## src/rtl/uart_pkg.sv

```systemverilog
// Shared types and helpers for the buffered UART transmitter (and the future
// receiver). Provides the parity selection enum, the transmitter state enum,
// and elaboration-time helpers for bit timing and frame length.
package uart_pkg;

  typedef enum logic [1:0] {
    PARITY_NONE = 2'd0,
    PARITY_EVEN = 2'd1,
    PARITY_ODD  = 2'd2
  } parity_t;

  // ST_ prefix keeps the state literals clear of the PARITY parameter name.
  typedef enum logic [2:0] {
    ST_IDLE   = 3'd0,
    ST_START  = 3'd1,
    ST_DATA   = 3'd2,
    ST_PARITY = 3'd3,
    ST_STOP   = 3'd4
  } tx_state_t;

  // Clock cycles per line bit (integer division, remainder dropped).
  function automatic int ticks_per_bit(input int clock_freq, input int baud_rate);
    return clock_freq / baud_rate;
  endfunction

  // Line bits in one frame: start + data + optional parity + stop bits.
  function automatic int frame_bits(input int width, input parity_t parity,
                                    input int stop_bits);
    return 1 + width + ((parity == PARITY_NONE) ? 0 : 1) + stop_bits;
  endfunction

endpackage

```

## src/rtl/sync_fifo.sv

```systemverilog
// Single-clock FIFO with head-of-queue read data (rdata always shows the
// oldest entry). Written to be shared with the receive-side buffer.
// Ports:
//   clock, reset : clock, asynchronous active-high reset
//   push, wdata  : write request and data
//   pop          : remove the head entry
//   rdata        : head entry (valid when !empty)
//   full, empty  : occupancy flags decoded from the level register
//   level        : number of stored entries, 0..DEPTH
module sync_fifo #(
  parameter int WIDTH = 8,
  parameter int DEPTH = 4
) (
  input  logic                   clock,
  input  logic                   reset,
  input  logic                   push,
  input  logic                   pop,
  input  logic [WIDTH-1:0]       wdata,
  output logic [WIDTH-1:0]       rdata,
  output logic                   full,
  output logic                   empty,
  output logic [$clog2(DEPTH):0] level
);

  localparam int AW = $clog2(DEPTH);

  logic [WIDTH-1:0] mem [DEPTH];
  logic [AW-1:0]    wr_ptr;
  logic [AW-1:0]    rd_ptr;
  logic             push_ok;
  logic             pop_ok;

  assign full  = (level == (AW+1)'(DEPTH));
  assign empty = (level == '0);
  assign rdata = mem[rd_ptr];

  // A push into a full FIFO is allowed only when the head leaves on the same edge.
  assign pop_ok  = pop && !empty;
  assign push_ok = push && (!full || pop_ok);

  always_ff @(posedge clock) begin
    if (push_ok) mem[wr_ptr] <= wdata;
  end

  // DEPTH is a power of two, so the pointers wrap by plain overflow.
  always_ff @(posedge clock or posedge reset) begin
    if (reset) begin
      wr_ptr <= '0;
      rd_ptr <= '0;
      level  <= '0;
    end else begin
      if (push_ok) wr_ptr <= wr_ptr + 1'b1;
      if (pop_ok)  rd_ptr <= rd_ptr + 1'b1;
      case ({push_ok, pop_ok})
        2'b10:   level <= level + 1'b1;
        2'b01:   level <= level - 1'b1;
        default: level <= level;
      endcase
    end
  end

endmodule

```

## src/rtl/uart_tx_buffered.sv

```systemverilog
// Buffered UART transmitter: host words enter a FIFO through a valid/ready
// handshake and are sent LSB first as start / data / optional parity / stop
// frames, each line bit held TICKS = CLOCK_FREQ / BAUD_RATE cycles.
// Ports:
//   clock, reset : clock, asynchronous active-high reset
//   data, valid  : word offered by the host; taken on an edge with valid && ready
//   ready        : FIFO not full
//   signal       : serial TX line, idle high
//   busy         : a frame is in progress
//   level        : FIFO occupancy
module uart_tx_buffered
  import uart_pkg::*;
#(
  parameter int      WIDTH      = 8,
  parameter int      CLOCK_FREQ = 460800,
  parameter int      BAUD_RATE  = 9600,
  parameter parity_t PARITY     = PARITY_NONE,
  parameter int      STOP_BITS  = 1,
  parameter int      FIFO_DEPTH = 4
) (
  input  logic                        clock,
  input  logic                        reset,
  input  logic [WIDTH-1:0]            data,
  input  logic                        valid,
  output logic                        ready,
  output logic                        signal,
  output logic                        busy,
  output logic [$clog2(FIFO_DEPTH):0] level
);

  localparam int             TICKS     = ticks_per_bit(CLOCK_FREQ, BAUD_RATE);
  localparam int             TW        = (TICKS > 1) ? $clog2(TICKS) : 1;
  localparam logic [TW-1:0]  TICK_LAST = TW'(TICKS - 1);
  localparam logic [3:0]     BIT_LAST  = 4'(WIDTH - 1);
  localparam logic           STOP_LAST = (STOP_BITS == 2);

  if (TICKS < 2) begin : g_bad_ticks
    $error("uart_tx_buffered: CLOCK_FREQ / BAUD_RATE must be at least 2");
  end
  if (WIDTH < 5 || WIDTH > 9) begin : g_bad_width
    $error("uart_tx_buffered: WIDTH must be 5..9");
  end
  if (STOP_BITS != 1 && STOP_BITS != 2) begin : g_bad_stop
    $error("uart_tx_buffered: STOP_BITS must be 1 or 2");
  end

  tx_state_t        state;
  tx_state_t        state_n;
  logic             pop;
  logic             tick_end;
  logic [TW-1:0]    tick;
  logic [3:0]       bit_idx;
  logic             stop_idx;
  logic [WIDTH-1:0] shift;
  logic             par_bit;
  logic [WIDTH-1:0] fifo_rdata;
  logic             fifo_full;
  logic             fifo_empty;

  sync_fifo #(
    .WIDTH (WIDTH),
    .DEPTH (FIFO_DEPTH)
  ) u_fifo (
    .clock (clock),
    .reset (reset),
    .push  (valid && ready),
    .pop   (pop),
    .wdata (data),
    .rdata (fifo_rdata),
    .full  (fifo_full),
    .empty (fifo_empty),
    .level (level)
  );

  assign ready    = !fifo_full;
  assign busy     = (state != ST_IDLE);
  assign tick_end = (tick == TICK_LAST);

  always_ff @(posedge clock or posedge reset) begin
    if (reset) state <= ST_IDLE;
    else       state <= state_n;
  end

  always_comb begin
    state_n = state;
    pop     = 1'b0;
    unique case (state)
      ST_IDLE: begin
        if (!fifo_empty) begin
          pop     = 1'b1;
          state_n = ST_START;
        end
      end
      ST_START: begin
        if (tick_end) state_n = ST_DATA;
      end
      ST_DATA: begin
        if (tick_end && bit_idx == BIT_LAST)
          state_n = (PARITY != PARITY_NONE) ? ST_PARITY : ST_STOP;
      end
      ST_PARITY: begin
        if (tick_end) state_n = ST_STOP;
      end
      ST_STOP: begin
        // Chain straight into the next start bit when a word is waiting.
        if (tick_end && stop_idx == STOP_LAST) begin
          if (!fifo_empty) begin
            pop     = 1'b1;
            state_n = ST_START;
          end else begin
            state_n = ST_IDLE;
          end
        end
      end
      default: state_n = ST_IDLE;
    endcase
  end

  // Line value is decoded from flops only, so reset forces it high at once.
  always_comb begin
    signal = 1'b1;
    case (state)
      ST_START:  signal = 1'b0;
      ST_DATA:   signal = shift[0];
      ST_PARITY: signal = par_bit;
      default:   signal = 1'b1;
    endcase
  end

  // Frame datapath: word and parity are captured at pop, so later pushes or
  // changes on data cannot disturb the frame being sent.
  always_ff @(posedge clock or posedge reset) begin
    if (reset) begin
      shift    <= '0;
      par_bit  <= 1'b0;
      tick     <= '0;
      bit_idx  <= '0;
      stop_idx <= 1'b0;
    end else if (pop) begin
      shift    <= fifo_rdata;
      par_bit  <= (PARITY == PARITY_ODD) ? ~^fifo_rdata : ^fifo_rdata;
      tick     <= '0;
      bit_idx  <= '0;
      stop_idx <= 1'b0;
    end else if (state != ST_IDLE) begin
      if (tick_end) begin
        tick <= '0;
        if (state == ST_DATA) begin
          shift   <= shift >> 1;
          bit_idx <= bit_idx + 1'b1;
        end
        if (state == ST_STOP) stop_idx <= stop_idx + 1'b1;
      end else begin
        tick <= tick + 1'b1;
      end
    end
  end

endmodule
```

## config.mk

```make
export PLATFORM = sky130hd
export DESIGN_NAME = uart_tx_buffered
export DESIGN_NICKNAME = d
export VERILOG_FILES = /design/src/rtl/uart_pkg.sv /design/src/rtl/sync_fifo.sv /design/src/rtl/uart_tx_buffered.sv
export SDC_FILE = /design/constraint.sdc
export NUM_CORES = 1
export LEC_CHECK = 0
export ABC_AREA = 1
export BUFFER_PORTS_ARGS = -buffer_cell sky130_fd_sc_hd__buf_2
export CAP_MARGIN = 10
export CORE_MARGIN = 2
export CORE_UTILIZATION = 55
export CTS_CLUSTER_SIZE = 40
export DETAILED_ROUTE_END_ITERATION = 10
export GPL_TIMING_DRIVEN = 0
export PLACE_DENSITY = 0.73
export SYNTH_ARGS = -nofsm -noshare
export SYNTH_HDL_FRONTEND = slang
export SYNTH_SLANG_ARGS = --single-unit
```

## constraint.sdc

```tcl
create_clock -name clock -period 3.1 [get_ports clock]
set_clock_uncertainty 0.15 [all_clocks]
set_input_delay 0.93 -clock clock [delete_from_list [all_inputs] [get_ports clock]]
set_output_delay 0.93 -clock clock [all_outputs]
set_load 0.05 [all_outputs]
```

==> metrics <==
Data arrival, critical path=2.72 ns; most common cell after layout, fill and taps aside=nand2_1; initial drt markers=170; max-capacitance violation count=0; fin. max-slew vios=0; crit start category=flip-flop; CP top delay family=adder cells; Worst Path Max Fanout=9; pwr dens=1070 mW/mm2; Synth area leader=edfxtp_1; top cell type's share of synthesized area=0.307; vias in the first global route=2,334; half-perimeter wire length after detailed placement=4.10 mm; Fmax=377 MHz; die area=0.00631 mm2; CP Cell Sequence=ha_1 -> nand3_2 -> nor2_4 -> nand2_2 -> nand2_2 -> nand2_4 -> inv_2 -> ha_1 -> inv_1 -> fa_1 -> a21oi_1 -> o21ai_0 -> xnor2_1; setup TNS=0 ns; RR Startpoint=tick[1]; mapped cell area=0.00313 mm2; warning count from the yosys run=0; main flop type after synthesis=edfxtp_1; Final Hold Viols=0; H-tree depth=3; Max Buffers Root-to-Sink=2; Placed Area=0.00330 mm2; initial antenna violation count=0; Tightest Pin Transition=0.830 ns; post-synthesis net count=372; PortBufs=16; Area Overhead vs Synth=11.4%; CP Class=flip-flop to flip-flop; Worst EP required=3.17 ns; synthesis-stage register bit count=62; I/O Pins=17; die width=79.4 um; slowest CP cell=dfrtp_1; final setup margin=0.447 ns; pre-CTS setup slack=0.464 ns; largest net degree at the start of global routing=31; Post-CTS Setup Inserts=0; first-pass GRT wire length=10.1 mm; Initial Utilization=0.569; drt total wl=5.92 mm; HP Class=flip-flop to flip-flop; peak supply drop=0.568 mV; via count=2,302; commonest non-fill, non-tap cells in the layout=nand2_1 (126), inv_1 (41), edfxtp_1 (32), dfrtp_1 (30), nand3_1 (28); Crit. End Element=flip-flop; Root Driver=clkbuf_8; fin crit period=2.65 ns; site row count=27; WP buf/inv=2; total power=0.00374 W; Net count, final=400; sequential area share after synthesis=0.547; Worst setup startpoint=tick[1]; Synth Area per Inst=8.87 um2; overall routing resource usage=0.211; total grt overflow=0; Placer Congestion=0.796; post-route design area=0.00349 mm2; Hold Buf Count CTS=0; drt drc=0; number of clock sinks=62; Resize count post-CTS=0; Reg clk slew, reported paths=0.07 ns; drt via density=5.03; clk_lat worst skew=0.33 ns; share of layout cells above drive strength 1=0.130; HP Start=par_bit; routed length per placed instance=12.9 um; max_slew headroom=0.444; Post-synth EDFFs=32; antenna fix cells=0; ys async rst share=0.484; final setup violation count=0; CTS tree=done; outcome=finished, final reports clean; DR pass1 iterations=5; RSZ-0062 raised after global routing=false; Synth cell types=30; Area contributors post-synth=edfxtp_1 (31%), dfrtp_1 (24%), nand2_1 (15%), inv_1 (4.9%), nand3_1 (4.5%); Gate Count Post-Synth=353; residual antenna-violating net count after detailed routing=0; max incr delay on CP=0.39 ns; Lkg Pwr=1.63 nW; core footprint=0.00551 mm2; final worst-path cycle share=0.856; total CTS buffers=9; Die Y=79.4 um
-- synthesized netlist by cell type (4+ instances only) --
cell type  count
nor2_1        19
edfxtp_1      32
ha_1           7
dfrtp_1       30
nand2_1      126
nor3_1         4
nand3_1       28
buf_6          5
inv_1         41
o21ai_0       16
o211ai_1       6
nand4_1        4
a21oi_1        7
xor2_1         6
-- sequential cells by signal, summed over array words and instances, names as in the netlist --
signal	cells
par_bit	1
u_fifo.rd_ptr	2
u_fifo.level	3
u_fifo.wr_ptr	2
stop_idx	1
shift	8
u_fifo.mem	32
bit_idx	4
tick	6
state	3
-- report_power, final --
group	switching (W)	total, W	internal (W)
logic	0.00127	0.00189	0.000623
clock network	0.000301	0.000584	0.000283
registers	0.000129	0.00126	0.00113
-- logic make-up after synthesis --
family | Yosys count | share of synthesized area
AO/OA/AOI/OAI | 35 | 0.0667
XOR/XNOR | 8 | 0.0224
adder cells (fa/ha/maj) | 8 | 0.0344
buffers and inverters | 53 | 0.0791
AND/OR/NAND/NOR | 187 | 0.251
flip-flops | 62 | 0.547
-- area by class of cell --
class,instances,area (um2)
Fill cell,460,2020
Sequential cell,62,1710
Multi-Input combinational cell,238,1170
Inverter,43,161
Clock buffer,11,131
Timing Repair Buffer,17,108
Tap cell,72,90.1
Buffer,10,86.3
Clock inverter,5,26.3
-- through the flow --
step | hold slack (ns) | util | cells
6_report | 0.352 | 0.633 | 458
5_1_grt | 0.374 | 0.633 | 458
4_1_cts | 0.347 | 0.628 | 457
3_5_place_dp | 0.328 | 0.599 | 441
3_3_place_gp | 0.321 | 0.599 | 441
2_1_floorplan | 0.300 | - | 353
-- layer usage --
layer | share of wire | vias up | GRT usage
li1 | - | 1191 | -
met1 | 0.46 | 1064 | 0.259
met4 | 0.011 | 0 | 0.109
met3 | 0.038 | 6 | 0.0509
met5 | 0 | - | 0
met2 | 0.49 | 41 | 0.347
-- path summary, 6_finish.rpt --
path | slack, ns | depth (start not counted) | endpoint
min in group asynchronous | 0.47 | 2 | u_fifo.wr_ptr[0]
max reg2reg | 0.45 | 13 | u_fifo.level[2]
max in group asynchronous | 1.85 | 3 | shift[3]
min | 0.35 | 2 | par_bit
min reg2reg | 0.35 | 2 | par_bit
max | 0.45 | 13 | u_fifo.level[2]
-- worst register-to-register path: cells and delay by family, from the launching register on --
family	cells	cell delay [ns]
fa+ha+maj	3	0.76
simple gates	5	0.57
flops	1	0.39
buf+inv	2	0.27
compound gates	2	0.26
xor+xnor	1	0.13
No activity file was read; power rests on OpenSTA's default activity.
